<file path="src/rtl/qenc_pkg.sv">
// Shared quadrature-decoder definitions: phase encodings, step codes and the
// saturating accumulate helper used for both position and speed window.
package qenc_pkg;

   localparam logic [1:0] PH_00 = 2'b00;
   localparam logic [1:0] PH_10 = 2'b10;
   localparam logic [1:0] PH_11 = 2'b11;
   localparam logic [1:0] PH_01 = 2'b01;

   typedef enum logic [1:0] {
      STEP_NONE    = 2'd0,
      STEP_FWD     = 2'd1,
      STEP_REV     = 2'd2,
      STEP_ILLEGAL = 2'd3
   } step_t;

   // Position of a phase pair along the forward cycle 00->10->11->01.
   function automatic logic [1:0] phaseIdx(input logic [1:0] ab);
      logic [1:0] idx;
      case (ab)
         PH_00:   idx = 2'd0;
         PH_10:   idx = 2'd1;
         PH_11:   idx = 2'd2;
         default: idx = 2'd3;
      endcase
      return idx;
   endfunction

   function automatic step_t decodeStep(input logic [1:0] prevAb, input logic [1:0] curAb);
      logic [1:0] d;
      step_t      s;
      d = phaseIdx(curAb) - phaseIdx(prevAb);
      case (d)
         2'd0:    s = STEP_NONE;
         2'd1:    s = STEP_FWD;
         2'd3:    s = STEP_REV;
         default: s = STEP_ILLEGAL;
      endcase
      return s;
   endfunction

   // Symmetric clamp to +/-lim; one extra bit keeps the sum exact at 32-bit widths.
   function automatic logic signed [31:0] satAdd(input logic signed [31:0] a,
                                                 input logic signed [1:0]  b,
                                                 input logic signed [31:0] lim);
      logic signed [32:0] s;
      logic signed [31:0] r;
      s = 33'(a) + 33'(b);
      if (s > 33'(lim))
         r = lim;
      else if (s < -33'(lim))
         r = -lim;
      else
         r = s[31:0];
      return r;
   endfunction

endpackage

</file>
<file path="src/rtl/qenc_filter.sv">
// Per-phase glitch filter: output follows the input only after FILT_LEN
// consecutive samples that disagree with the current output.
`ifdef QENC_GLITCH_FILTER_EN
module qenc_filter #(
   parameter int FILT_LEN = 4
) (
   input  logic clk,
   input  logic rst,
   input  logic din,
   output logic dout
);

   logic [3:0] cnt;

   always_ff @(posedge clk) begin
      if (rst) begin
         cnt  <= '0;
         dout <= 1'b0;
      end else if (din == dout) begin
         cnt <= '0;
      end else if (cnt == 4'(FILT_LEN - 1)) begin
         dout <= din;
         cnt  <= '0;
      end else begin
         cnt <= cnt + 4'd1;
      end
   end

endmodule
`endif

</file>
<file path="src/rtl/qenc_speed.sv">
// Quadrature encoder position counter with gated speed measurement.
// Optional per-phase glitch filter enabled by macro QENC_GLITCH_FILTER_EN.
module qenc_speed
   import qenc_pkg::*;
#(
   parameter int CNT_W    = 16,
   parameter int GATE_W   = 16,
   parameter int FILT_LEN = 4
) (
   input  logic              clk,
   input  logic              rst,
   input  logic              clr,
   input  logic [GATE_W-1:0] gate_len,
   input  logic              phA,
   input  logic              phB,
   output logic              dir,
   output logic [CNT_W-1:0]  pos,
   output logic [CNT_W-1:0]  speed,
   output logic              speed_vld,
   output logic              upOf,
   output logic              downOf,
   output logic              err
);

   localparam logic [32:0]        ONE33   = 33'd1;
   localparam logic signed [31:0] MAXV    = 32'((ONE33 << (CNT_W - 1)) - ONE33);
   localparam logic [CNT_W-1:0]   POS_MAX = MAXV[CNT_W-1:0];
   localparam logic [CNT_W-1:0]   NEG_MAX = CNT_W'(-MAXV);

   logic [1:0]        syncA;
   logic [1:0]        syncB;
   logic              phAf;
   logic              phBf;
   logic [1:0]        prevAb;
   logic [1:0]        curAb;
   step_t             step;
   logic signed [1:0] inc;
   logic [CNT_W-1:0]  acc;
   logic [GATE_W-1:0] gateCnt;
   logic              terminal;

   always_ff @(posedge clk) begin
      if (rst) begin
         syncA <= '0;
         syncB <= '0;
      end else begin
         syncA <= {syncA[0], phA};
         syncB <= {syncB[0], phB};
      end
   end

`ifdef QENC_GLITCH_FILTER_EN
   qenc_filter #(.FILT_LEN(FILT_LEN)) uFiltA (.clk(clk), .rst(rst), .din(syncA[1]), .dout(phAf));
   qenc_filter #(.FILT_LEN(FILT_LEN)) uFiltB (.clk(clk), .rst(rst), .din(syncB[1]), .dout(phBf));
`else
   assign phAf = syncA[1];
   assign phBf = syncB[1];
`endif

   assign curAb = {phAf, phBf};
   assign step  = decodeStep(prevAb, curAb);

   always_comb begin
      inc = '0;
      case (step)
         STEP_FWD: inc = 2'sb01;
         STEP_REV: inc = 2'sb11;
         default:  ;
      endcase
   end

   // A shrinking gate_len can leave the counter past the new end; close the window at once.
   assign terminal = (gate_len != '0) && (gateCnt >= gate_len - GATE_W'(1));

   always_ff @(posedge clk) begin
      if (rst) begin
         prevAb    <= '0;
         err       <= 1'b0;
         speed_vld <= 1'b0;
         dir       <= 1'b0;
         pos       <= '0;
         speed     <= '0;
         acc       <= '0;
         gateCnt   <= '0;
      end else begin
         prevAb    <= curAb;
         err       <= (step == STEP_ILLEGAL);
         speed_vld <= 1'b0;
         if (clr) begin
            pos     <= '0;
            acc     <= '0;
            gateCnt <= '0;
         end else begin
            if (step == STEP_FWD)
               dir <= 1'b1;
            else if (step == STEP_REV)
               dir <= 1'b0;
            pos <= CNT_W'(satAdd(32'($signed(pos)), inc, MAXV));
            if (gate_len == '0) begin
               acc     <= '0;
               gateCnt <= '0;
            end else if (terminal) begin
               speed     <= CNT_W'(satAdd(32'($signed(acc)), inc, MAXV));
               acc       <= '0;
               gateCnt   <= '0;
               speed_vld <= 1'b1;
            end else begin
               acc     <= CNT_W'(satAdd(32'($signed(acc)), inc, MAXV));
               gateCnt <= gateCnt + GATE_W'(1);
            end
         end
      end
   end

   assign upOf   = (pos == POS_MAX);
   assign downOf = (pos == NEG_MAX);

endmodule
</file>
<file path="config.mk">
export PLATFORM = sky130hd
export DESIGN_NAME = qenc_speed
export DESIGN_NICKNAME = d
export VERILOG_FILES = /design/src/rtl/qenc_pkg.sv /design/src/rtl/qenc_filter.sv /design/src/rtl/qenc_speed.sv
export SDC_FILE = /design/constraint.sdc
export NUM_CORES = 1
export LEC_CHECK = 0
export ABC_CLOCK_PERIOD_IN_PS = 4450
export BUFFER_PORTS_ARGS = -buffer_cell sky130_fd_sc_hd__buf_2
export CAP_MARGIN = 40
export CORE_MARGIN = 5
export CORE_UTILIZATION = 31
export DETAILED_ROUTE_END_ITERATION = 12
export PLACE_DENSITY = 0.49
export SKIP_CTS_REPAIR_TIMING = 1
export SYNTH_ARGS = -nofsm -noshare
export SYNTH_HDL_FRONTEND = slang
export SYNTH_SLANG_ARGS = --single-unit
</file>
<file path="constraint.sdc">
create_clock -name clk -period 4.45 [get_ports clk]
set_clock_uncertainty 0.05 [all_clocks]
set_input_delay 1.1125 -clock clk [delete_from_list [all_inputs] [get_ports clk]]
set_output_delay 1.1125 -clock clk [all_outputs]
set_load 0.03 [all_outputs]
</file>
==> implementation parameters <==
Parameter                              Value

Setup path
  Library cell appearing most often on the critical path ... sky130_fd_sc_hd__or4_4
  Max Fanout on Critical Path ... 7
  CP max-delay cell ... sky130_fd_sc_hd__or4_4
  Slowest stage delay, CP ... 0.54 ns
  WP data required ... around 4.6 ns
  CP Capture Type ... flop
  Bufs and invs on worst path ... 1
  CP Data Arrival Time ... 4.48 ns
  Nature of the critical path startpoint ... flop
  Kind of cell with the highest combined delay on the critical path ... simple AND/OR/NAND/NOR gates
  Critical path start-end classification ... flop to flop
  Cell Chain, Critical Path ... inv_1, ha_1, ha_2, xnor3_1, or2_4, xnor2_2, ha_4, or4_4, nand2b_4, or4_1, o22ai_2, xor2_1, or4_4, or3_4, a311oi_2

Synth
  Netlist area before placement ... 5205 µm²
  Share of the synthesized area in the top cell type ... 0.2808
  Most used DFF post-synth ... sky130_fd_sc_hd__dfxtp_1
  Part of the Yosys area used for sequential elements ... 0.2808
  Yosys warning count ... 0
  Proportion of synthesized flip-flops having asynchronous set or reset ... 0
  Post-synth cell types ... 76
  Post-synth EDFFs ... 0
  Total nets after synthesis ... 711
  Cell taking the most area after synthesis ... sky130_fd_sc_hd__dfxtp_1
  Top area cells in the synthesized netlist ... sky130_fd_sc_hd__dfxtp_1 (28%), sky130_fd_sc_hd__ha_1 (6.7%), sky130_fd_sc_hd__nor2_1 (6.6%)
  Count of state elements after synthesis ... 73
  Mapped Cells ... 662
  Mean post-synth cell area ... roughly 7.9 µm²

Placement
  IO Port Bufs ... 57
  Half-perimeter wire length after placement ... 11,270 µm
  Gpl congestion ... between 0.8 and 0.9
  Setup Slack @ Placement ... -0.2475 ns

Floorplanning
  Count of boundary I/O pins ... between 50 and 60
  Std cell rows ... 47
  DIE AREA ... 19,480 µm²
  Initial core utilization ... 0.3150
  Die width ... 139.6 µm
  Area of the placeable core ... 16,520 µm²
  Y dimension of the die ... 139.6 µm

Clock tree
  Clk pin slew, worst setup/hold paths ... 0.06 ns
  CTS buffer count ... 9
  Buffers from clock root to sink, at most ... 2
  Clock Sink Count ... 73
  CTS tree ... yes
  Clock H-tree levels ... 3
  Clock root buffer ... sky130_fd_sc_hd__clkbuf_16
  Worst skew pair latency ... roughly 0.34 ns

Layout
  Number of antenna cells inserted ... 0
  Share of layout cells above drive strength 1 ... 0.2181
  Final core utilization ... 0.3849
  Area growth from synthesis to layout ... 22.19%
  Net count of the finished layout ... around 770

Power
  Maximum VDD drop ... between 0.15 and 0.2 mV
  Pleak ... approximately 2.5 nW
  Power per standard cell area ... 334.4 nW/µm²
  Total power consumption of the routed design ... 2.127 mW

STA
  Max Slew Vio Count ... 0
  Number of hold violations in the final report ... 0
  Final count of negative-setup-slack endpoints ... 0
  Tcrit/Tclk final ... 0.9625
  Actual slew at the worst max-slew pin ... 0.8762 ns
  Worst slew margin ... 0.4008
  Smallest setup slack after layout ... approximately 0.17 ns
  Tmin final ... roughly 4.3 ns
  Max Clk Rate ... between 0.2 and 0.25 GHz
  RSZ-0062 raised after global routing ... true

Flow run
  Max_cap viols ... 0

Detailed routing
  TritonRoute pass-1 iters ... 5
  # DRC ... 0
  Routed wirelength normalized by instance count ... 16.01 µm
  Number of nets still failing antenna checks after routing ... 0
  Count of vias placed by the detailed router ... about 5.1k
  Detailed Route Iter0 Violations ... 432
  Mean number of vias per cell ... 5.333
  Total length of routed wires ... 15,200 µm

GRT
  Total grt overflow ... 0
  Number of antenna violations at the first check in global routing ... 0
  Number of global-route vias before repair ... 4,829
  Maximum number of pins on one net before global-route repair ... 30
  GRT Total Usage ... 0.1532
  Wire length of the first global-routing pass ... 24,760 µm

Status
  Outcome ... finished, final reports clean

Hold path
  Hold WC Path Type ... flop to flop
[routing by layer]
metal | part of all wire | global-route usage | wire length (µm) | vias up
li1 | - | - | - | 2532
met2 | 0.46 | 0.2448 | 6921 | 166
met5 | 0 | 0 | 0 | -
met1 | 0.47 | 0.2102 | 7186 | 2339
met3 | 0.054 | 0.02539 | 818 | 24
met4 | 0.018 | 0.05252 | 272 | 0
[worst paths after layout]
kind | cells past startpoint | end | from | slack (ns)
max | 15 | acc[0]$_SDFF_PP0_ | syncA[1]$_SDFF_PP0_ | 0.17
min reg2reg | 1 | syncB[1]$_SDFF_PP0_ | syncB[0]$_SDFF_PP0_ | 0.39
min | 1 | syncB[1]$_SDFF_PP0_ | syncB[0]$_SDFF_PP0_ | 0.39
max reg2reg | 15 | acc[0]$_SDFF_PP0_ | syncA[1]$_SDFF_PP0_ | 0.17
[cells by family after synthesis]
family                   count (synthesis)  share of synthesized area
buffers and inverters                   64                    0.05481
AND/OR/NAND/NOR                        296                     0.2995
multiplexers                             7                    0.01370
AO/OA/AOI/OAI                          140                     0.1889
XOR/XNOR                                54                    0.09495
flip-flops                              73                     0.2808
adder cells (fa/ha/maj)                 28                    0.06731
[synthesized netlist by cell type, drive strengths merged (3+ instances only)]
| cell | number |
|---|---|
| nor2 | 92 |
| dfxtp | 73 |
| nor3 | 48 |
| a21oi | 40 |
| clkbuf | 31 |
| xnor2 | 30 |
| nand2 | 29 |
| o21ai | 29 |
| ha | 28 |
| nand3 | 25 |
| xor2 | 23 |
| inv | 18 |
| nor4 | 17 |
| a211oi | 16 |
| buf | 15 |
| or4 | 15 |
| nor2b | 13 |
| or3 | 10 |
| and3 | 9 |
| or2 | 8 |
| mux2i | 6 |
| nand4 | 6 |
| o31ai | 6 |
| a2111oi | 5 |
| o211ai | 5 |
| a211o | 4 |
| and2 | 4 |
| o22ai | 4 |
| o41ai | 4 |
| a21o | 3 |
| a311oi | 3 |
| a31oi | 3 |
| and4 | 3 |
| nand2b | 3 |
| nor3b | 3 |
| o31a | 3 |
[layout by cell type, fill, tap and decap left out, types with 26 or more instances in the layout]
cell type,n
sky130_fd_sc_hd__ha_1,26
sky130_fd_sc_hd__nand2_1,29
sky130_fd_sc_hd__a21oi_1,40
sky130_fd_sc_hd__nor3_1,46
sky130_fd_sc_hd__buf_4,36
sky130_fd_sc_hd__dfxtp_1,72
sky130_fd_sc_hd__buf_2,57
sky130_fd_sc_hd__nor2_1,90
sky130_fd_sc_hd__xnor2_1,29
sky130_fd_sc_hd__o21ai_0,28
[worst reg2reg max path, stage by stage, from the launching register on]
cell	delay [ns]
sky130_fd_sc_hd__dfxtp_1	0.33
sky130_fd_sc_hd__inv_1	0.06
sky130_fd_sc_hd__ha_1	0.28
sky130_fd_sc_hd__ha_2	0.17
sky130_fd_sc_hd__xnor3_1	0.23
sky130_fd_sc_hd__or2_4	0.27
sky130_fd_sc_hd__xnor2_2	0.15
sky130_fd_sc_hd__ha_4	0.19
sky130_fd_sc_hd__or4_4	0.41
sky130_fd_sc_hd__nand2b_4	0.15
sky130_fd_sc_hd__or4_1	0.42
sky130_fd_sc_hd__o22ai_2	0.19
sky130_fd_sc_hd__xor2_1	0.11
sky130_fd_sc_hd__or4_4	0.54
sky130_fd_sc_hd__or3_4	0.40
sky130_fd_sc_hd__a311oi_2	0.22
[power breakdown]
part	switching (mW)	total (mW)	leakage [nW]	internal (mW)
logic	0.379	0.649	1.80	0.270
clock network	0.289	0.738	0.146	0.449
registers	0.0583	0.740	0.592	0.682
total	0.727	2.13	2.54	1.40
[registers in the layout, summed over array words and instances, names as in the netlist, 2 cells and up]
register / count
acc: 16
gateCnt: 16
pos: 16
speed: 16
prevAb: 2
syncA: 2
syncB: 2
[final cells by class]
class | instances | area [µm²]
clock buffer | 11 | 242.7
clock inverter | 4 | 52.55
fill | 1674 | 10160
inverter | 18 | 67.56
multi-input combinational | 525 | 3612
sequential | 73 | 1463
tap | 220 | 275.3
timing repair buffer | 98 | 646.9
[stage by stage]
stage,area [µm²],setup TNS (ns),hold slack (ns),instances
4_1_cts,6196,-1.157,0.3927,942
2_1_floorplan,5301,-0.1871,0.3638,662
5_1_grt,6360,-0.006713,0.4119,949
6_report,6360,0,0.3874,949
3_5_place_dp,5901,-6.499,0.3781,927
3_3_place_gp,5889,-4.263,0.3788,926
(Power assumes the default switching activity.)
